File: config.mk
export PLATFORM = sky130hd
export DESIGN_NAME = if_id_pipeline_register
export DESIGN_NICKNAME = d
export VERILOG_FILES = /design/src/rtl/if_id_pipeline_register.sv
export SDC_FILE = /design/constraint.sdc
export NUM_CORES = 1
export LEC_CHECK = 0
export CAP_MARGIN = 20
export CELL_PAD_IN_SITES_DETAIL_PLACEMENT = 1
export CELL_PAD_IN_SITES_GLOBAL_PLACEMENT = 1
export CORE_AREA = 5 5 199 201
export DETAILED_ROUTE_END_ITERATION = 6
export DIE_AREA = 0 0 204 206
export PLACE_DENSITY_LB_ADDON = 0.1
export SYNTH_ARGS = -nofsm -noshare
export SYNTH_HDL_FRONTEND = slang
export SYNTH_SLANG_ARGS = --single-unit
File: constraint.sdc
create_clock -name clk -period 9.15 [get_ports clk]
set_input_delay 1.3725 -clock clk [delete_from_list [all_inputs] [get_ports clk]]
set_output_delay 1.3725 -clock clk [all_outputs]
set_load 0.02 [all_outputs]
File: src/rtl/if_id_pipeline_register.sv
// IF/ID pipeline register: holds fetched instruction, PC and next-PC for decode
// behind a two-entry skid buffer so that in_ready is a registered signal.
module if_id_pipeline_register #(
  parameter int                DATA_W    = 32,
  parameter logic [DATA_W-1:0] NOP_INSTN = '0,
  parameter int                CNT_W     = 16
) (
  input  logic              clk,
  input  logic              reset,
  input  logic              flush,
  input  logic              in_valid,
  output logic              in_ready,
  input  logic [DATA_W-1:0] in_instn,
  input  logic [DATA_W-1:0] in_pc,
  input  logic [DATA_W-1:0] in_nextpc,
  output logic              out_valid,
  input  logic              out_ready,
  output logic [DATA_W-1:0] out_instn,
  output logic [DATA_W-1:0] out_pc,
  output logic [DATA_W-1:0] out_nextpc,
  output logic              out_misalign,
  output logic [CNT_W-1:0]  stall_count
);

  typedef enum logic [1:0] {EMPTY, ONE, TWO} occ_e;

  occ_e              state;
  logic [DATA_W-1:0] skid_instn;
  logic [DATA_W-1:0] skid_pc;
  logic [DATA_W-1:0] skid_nextpc;
  logic              skid_misalign;

  logic accept;
  logic drain;
  logic in_misalign;

  assign accept      = in_valid & in_ready;
  assign drain       = out_valid & out_ready;
  assign in_misalign = |in_pc[1:0];

  // in_ready is a pure function of the registered occupancy (high unless TWO),
  // so back-pressure never forms a combinational path from out_ready.
  always_ff @(posedge clk or posedge reset) begin
    if (reset) begin
      state         <= EMPTY;
      in_ready      <= 1'b1;
      out_valid     <= 1'b0;
      out_instn     <= NOP_INSTN;
      out_pc        <= '0;
      out_nextpc    <= '0;
      out_misalign  <= 1'b0;
      // NOTE: the skid entry is ordinary flops, not a RAM, so it is reset to a
      // known value instead of being left to power up as X.
      skid_instn    <= '0;
      skid_pc       <= '0;
      skid_nextpc   <= '0;
      skid_misalign <= 1'b0;
      stall_count   <= '0;
    end else begin
      // NOTE: every register here uses <= so each branch reads the values
      // from before this edge, independent of statement order.
      if (out_valid && !out_ready && (stall_count != {CNT_W{1'b1}}))
        stall_count <= stall_count + 1'b1;

      if (flush) begin
        state        <= EMPTY;
        in_ready     <= 1'b1;
        out_valid    <= 1'b0;
        out_instn    <= NOP_INSTN;
        out_misalign <= 1'b0;
      end else begin
        unique case (state)
          EMPTY: begin
            if (accept) begin
              state        <= ONE;
              out_valid    <= 1'b1;
              out_instn    <= in_instn;
              out_pc       <= in_pc;
              out_nextpc   <= in_nextpc;
              out_misalign <= in_misalign;
            end
          end
          ONE: begin
            if (accept && drain) begin
              out_instn    <= in_instn;
              out_pc       <= in_pc;
              out_nextpc   <= in_nextpc;
              out_misalign <= in_misalign;
            end else if (accept) begin
              state         <= TWO;
              in_ready      <= 1'b0;
              skid_instn    <= in_instn;
              skid_pc       <= in_pc;
              skid_nextpc   <= in_nextpc;
              skid_misalign <= in_misalign;
            end else if (drain) begin
              // PC fields keep their last values; only the instruction is NOPed.
              state        <= EMPTY;
              out_valid    <= 1'b0;
              out_instn    <= NOP_INSTN;
              out_misalign <= 1'b0;
            end
          end
          TWO: begin
            if (drain) begin
              state        <= ONE;
              in_ready     <= 1'b1;
              out_instn    <= skid_instn;
              out_pc       <= skid_pc;
              out_nextpc   <= skid_nextpc;
              out_misalign <= skid_misalign;
            end
          end
          default: begin
            state        <= EMPTY;
            in_ready     <= 1'b1;
            out_valid    <= 1'b0;
            out_instn    <= NOP_INSTN;
            out_misalign <= 1'b0;
          end
        endcase
      end
    end
  end

endmodule
* After elaboration in Yosys (flattened, before gate mapping)
Cells that the tools add are included.
** Word-level totals
- Word-level logic and storage cells :: 85
- Memory bits (writable) :: 0
- Register bits :: 214
- Memory bits (read-only) :: 0
- Output and inout bits :: 115
- Latch bits :: 0
- Memories kept :: 0
** Operators by class
- Shifts and indexed selects :: 0
- Div/mod/pow operators :: 0
- Bitwise logic cells :: 4
- Mux-type cells :: 38
- Equality and inequality tests :: 17
- $mul :: 0
- Magnitude comparators :: 0
- $add $sub $neg :: 1
- Reductions and logical operators :: 13
** Operators by type and width (number)
- $mux 32 :: 12
- $pmux 32 s3 :: 3
- $ne 3x3->1 const B :: 6
- $add 16x1->16 const B :: 1
- $ne 16x16->1 const B :: 1
- $reduce_and 4->1 :: 4
- $mux 1 :: 13
- $mux 2 :: 6
- $ne 4x4->1 const B :: 3
- $ne 2x2->1 const B :: 5
- $reduce_and 5->1 :: 2
- $pmux 1 s3 :: 3
- $pmux 2 s3 :: 1
- $logic_and 1x1->1 :: 3
- $reduce_bool 3->1 :: 1
- $and 1x1->1 :: 2
- $eq 2x1->1 const B :: 1
- $eq 2x2->1 const B :: 1
- $logic_not 2->1 :: 1
- $not 1->1 :: 2
- $reduce_or 2->1 :: 1
- $logic_not 1->1 :: 1

* Logic depth before layout (Yosys ltp)
- Depth after elaboration :: 6
- Depth in mapped cells :: 7

* Worst setup path before layout
OpenSTA, ideal clock, no wires.
- Kind :: input to register
- Start :: input port out_ready
- End :: register skid_instn[0]
- Stages on the path :: 6
- Library setup time :: 0.125 ns
- Data required time :: 9.025 ns
- Buffers on the path :: 3
- Data arrival time :: 2.692 ns
- Slack :: 6.333 ns
- Cell sequence :: clkbuf_1 nand2_1 nand4b_2 buf_2 buf_2 mux2_2
** On the way
- Word-level cells in the longest chain between the ends :: 4
** Ends and longest elaborated chain
- start, declared :: line 17 : input logic out_ready,
- $and 1x1->1 :: line 38 : assign drain = out_valid & out_ready;
- $logic_and 1x1->1 :: line 84 : if (accept && drain) begin
- $not 1->1 (no source line)
- $reduce_and 4->1 (no source line)
- end signal, assigned :: line 92 : skid_instn <= in_instn;
- end, declared :: line 28 : logic [DATA_W-1:0] skid_instn;
Every way passes these cells.
A chain may end at the register's enable or synchronous reset.

* Worst setup path in the final report
- Start :: input port in_valid
- End :: register skid_pc[5]
** On the way
- Word-level cells in the longest chain between the ends :: 4
** Ends and longest elaborated chain
- start, declared :: line 11 : input logic in_valid,
- $and 1x1->1 * :: line 37 : assign accept = in_valid & in_ready;
- $logic_and 1x1->1 :: line 84
- $not 1->1 (no source line)
- $reduce_and 4->1 (no source line) *
- end signal, assigned :: line 93 : skid_pc <= in_pc;
- end, declared :: line 29 : logic [DATA_W-1:0] skid_pc;
Every way passes the cells marked *; elsewhere a longest branch is shown, timed or not.

==> flow_metrics.env <==
export IMPL_outcome="finished, final reports clean"
export IMPL_min_period_over_period=0.414
export IMPL_avgViaCountPerCell=4.42
export IMPL_ir_drop_mv=0.136
export IMPL_maxClockFrequency_ghz=0.264
export IMPL_numCtsBuffers=27
export IMPL_worstHoldPathType="register to register"
export IMPL_synth_simple_gate_area_frac=0.0372
export IMPL_core_area_mm2=0.0374
export IMPL_synth_edf_count=0
export IMPL_synth_sequential_area_ratio=0.577
export IMPL_drc=0
export IMPL_clkSlewWorstSetupHoldPaths_ns=0.06
export IMPL_vert_die_dim_um=206
export IMPL_antenna_diode_count=0
export IMPL_syn_to_final_growth_pct=37.9
export IMPL_ctsRootBufferMaster="sky130_fd_sc_hd__clkbuf_16"
export IMPL_port_buffer_count=215
export IMPL_grt_antenna_before_repair=2
export IMPL_cts_hold_fix_buffers=0
export IMPL_unrepaired_setup_endpoints_after_global_routing="false"
export IMPL_share_of_final_layout_standard_cells_stronger_than_drive_strength_1=0.265
export IMPL_hold_violations=0
export IMPL_postSynthRegisterBits=214
export IMPL_synth_cell_area_mm2=0.00928
export IMPL_grt_start_max_net_pins=85
export IMPL_std_cell_rows=71
export IMPL_post_synth_main_area_contributors="sky130_fd_sc_hd__dfrtp_1 (57%), sky130_fd_sc_hd__mux2_2 (20%), sky130_fd_sc_hd__mux2_1 (7.3%), sky130_fd_sc_hd__o2bb2ai_1 (3.1%), sky130_fd_sc_hd__a22oi_1 (2.7%)"
export IMPL_finished_layout_cell_area_mm2=0.0128
export IMPL_cts_tree="yes"
export IMPL_clkSinkCount=214
export IMPL_layout_commonest_cell="sky130_fd_sc_hd__clkdlybuf4s50_1"
export IMPL_yosys_area_share_adder=0.00135
export IMPL_power_leakage_nw=5.26
export IMPL_crit_path_cell_trace="clkdlybuf4s50_1 -> and3b_1 -> nand4b_4 -> buf_4 -> mux2_2"
export IMPL_ys_warn_count=0
export IMPL_placement_cell_area_mm2=0.0119
export IMPL_timing_critical_path_slowest_cell_delay_ns=0.81
export IMPL_synth_top_cell_area_share=0.574
export IMPL_critical_path_arrival_ns=4.19
export IMPL_cts_setup_buffers=0
export IMPL_drtAntennaViolNets=0
export IMPL_finalCriticalPeriod_ns=3.79
export IMPL_postSynthCellCount=643
export IMPL_dominant_combinational_cell_family_by_area_after_synthesis="multiplexers"
export IMPL_worst_slew_pin_slew_ns=1.01
export IMPL_mostFrequentLayoutCells="sky130_fd_sc_hd__clkdlybuf4s50_1 (215), sky130_fd_sc_hd__dfrtp_1 (213), sky130_fd_sc_hd__mux2_2 (168)"
export IMPL_synthMuxAreaShare=0.277
export IMPL_startpoint_type="primary input"
export IMPL_setup_total_negative_slack_ns=0
export IMPL_chipWidth_um=204
export IMPL_number_of_global_route_vias_before_repair=7044
export IMPL_maxCapViolCount=0
export IMPL_initial_utilization=0.248
export IMPL_required_time_reported_for_the_critical_path_endpoint_ns=9.55
export IMPL_wl_per_cell_um=19.2
export IMPL_floorplan_die_area_mm2=0.0420
export IMPL_globalRouteTotalUtil=0.124
export IMPL_cts_htree_levels=1
export IMPL_finish_stage_setup_viols=0
export IMPL_clock_skew_ns=0.0112
export IMPL_share_of_flip_flops_with_an_asynchronous_set_or_reset=1.00
export IMPL_bufs_and_invs_on_worst_path=2
export IMPL_finalNetCount=957
export IMPL_synth_nets=745
export IMPL_worstSkewPairLatency_ns=0.52
export IMPL_maximum_fanout_count_along_the_critical_path=50
export IMPL_post_synth_num_cell_types=40
export IMPL_postCtsResizedCells=0
export IMPL_critical_path_slowest_cell="sky130_fd_sc_hd__nand4b_4"
export IMPL_clock_tree_buffer_depth=3
export IMPL_post_synth_cell_area_avg_um2=14.4
export IMPL_crit_type="primary input to register"
export IMPL_overflow=0
export IMPL_detail_route_iter0_violations=229
export IMPL_timing_critical_path_to_type="register"
export IMPL_most_used_dff_post_synth="sky130_fd_sc_hd__dfrtp_1"
export IMPL_detailed_route_wl_um=26500
export IMPL_vias=6133
export IMPL_fin_worst_hold_slack_ns=0.485
export IMPL_place_gp_congestion=0.764
export IMPL_drt_pass1_iterations=4
export IMPL_timing_slew_headroom=0.327
export IMPL_power_per_cell_area_mw_per_mm2=288
export IMPL_ios=216
export IMPL_timing_final_max_slew_violations=0
export IMPL_compound_gate_fraction_of_synth_area=0.0714
export IMPL_timing_critical_path_max_delay_family="buffers and inverters"
export IMPL_post_dp_hpwl_um=17700
export IMPL_grt_first_pass_wirelength_um=42000
export IMPL_yosysTopAreaCell="sky130_fd_sc_hd__dfrtp_1"
export IMPL_synth_xor_xnor_area_share=0.0113
## worst register-to-register path, stage by stage (launching register included)
cell and delay, ns:
sky130_fd_sc_hd__dfrtp_1 0.52, sky130_fd_sc_hd__nor2b_4 0.23, sky130_fd_sc_hd__buf_4 0.57, sky130_fd_sc_hd__buf_4 0.72
sky130_fd_sc_hd__o21ai_0 0.26, sky130_fd_sc_hd__a21oi_2 0.15, sky130_fd_sc_hd__buf_4 0.39, sky130_fd_sc_hd__o2bb2ai_1 0.20
## cell type report
| type | instances | area [µm²] |
|---|---|---|
| inverters | 2 | 15.0 |
| clock buffers | 40 | 774 |
| well taps | 511 | 639 |
| fillers | 3932 | 24600 |
| multi-input cells | 385 | 3720 |
| clock inverters | 9 | 51.3 |
| repair buffers | 225 | 2250 |
| flip-flops and latches | 214 | 5360 |
## report_power, final
part | switching [W] | internal (W) | leakage, nW
Clock | 0.000409 | 0.000583 | 0.410
Sequential | 0.000231 | 0.00132 | 2.64
Combinational | 0.000515 | 0.000618 | 2.21
## logic make-up (layout without fill, tap and decap cells)
| family | count (synthesis) | in the layout |
|---|---|---|
| flip-flops | 214 | 214 |
| AO/OA/AOI/OAI | 84 | 84 |
| adder cells (fa/ha/maj) | 1 | 1 |
| XOR/XNOR | 12 | 12 |
| AND/OR/NAND/NOR | 60 | 60 |
| multiplexers | 228 | 228 |
| buffers and inverters | 44 | 276 |
## stage by stage
| stage | power, W | utilization | setup WS [ns] | std cells |
|---|---|---|---|---|
| final | 0.00368 | 0.342 | 5.36 | 1386 |
| after global routing | 0.00390 | 0.342 | 5.24 | 1386 |
| after CTS | 0.00376 | 0.342 | 5.37 | 1385 |
| after detailed placement | 0.00272 | 0.319 | 4.79 | 1336 |
| after global placement | 0.00267 | 0.319 | 4.87 | 1336 |
| after floorplan | 0.00215 | - | 1.93 | 643 |
## final timing paths
| check | end | cells past startpoint | start | slack (ns) |
|---|---|---|---|---|
| max | skid_pc[5] | 5 | in_valid | 5.36 |
| min | out_pc[17] | 1 | out_pc[17] | 0.49 |
| max reg2reg | out_instn[1] | 7 | state[1] | 6.05 |
| min reg2reg | out_pc[17] | 1 | out_pc[17] | 0.49 |
| max in group asynchronous | skid_nextpc[10] | 3 | reset | 6.56 |
| min in group asynchronous | stall_count[7] | 2 | reset | 1.31 |
## metal layers
layer,vias up,share of wire,global-route usage
li1,2787,-,-
met1,3152,0.45,0.165
met2,156,0.48,0.208
met3,34,0.063,0.0303
met4,4,0.014,0.0230
met5,-,0.00094,0
## cell usage after synthesis (5+ instances only)
library cell and number:
sky130_fd_sc_hd__o2bb2ai_1 33, sky130_fd_sc_hd__clkbuf_1 17, sky130_fd_sc_hd__nor3_1 6, sky130_fd_sc_hd__nand2_1 13
sky130_fd_sc_hd__nand4_1 6, sky130_fd_sc_hd__mux2_2 168, sky130_fd_sc_hd__mux2_1 60, sky130_fd_sc_hd__a21oi_1 6
sky130_fd_sc_hd__buf_6 6, sky130_fd_sc_hd__dfrtp_1 213, sky130_fd_sc_hd__buf_2 18, sky130_fd_sc_hd__nor2_1 5
sky130_fd_sc_hd__xor2_1 8, sky130_fd_sc_hd__nand3_1 10, sky130_fd_sc_hd__a22oi_1 33
## sequential cells by signal, summed over array words and instances, names as in the netlist
signal         flops
skid_nextpc       32
out_pc            32
out_valid          1
out_misalign       1
out_nextpc        32
skid_instn        32
out_instn         32
skid_misalign      1
stall_count       16
in_ready           1
skid_pc           32
state              2
Note: power is estimated with default switching activity, not from simulation.
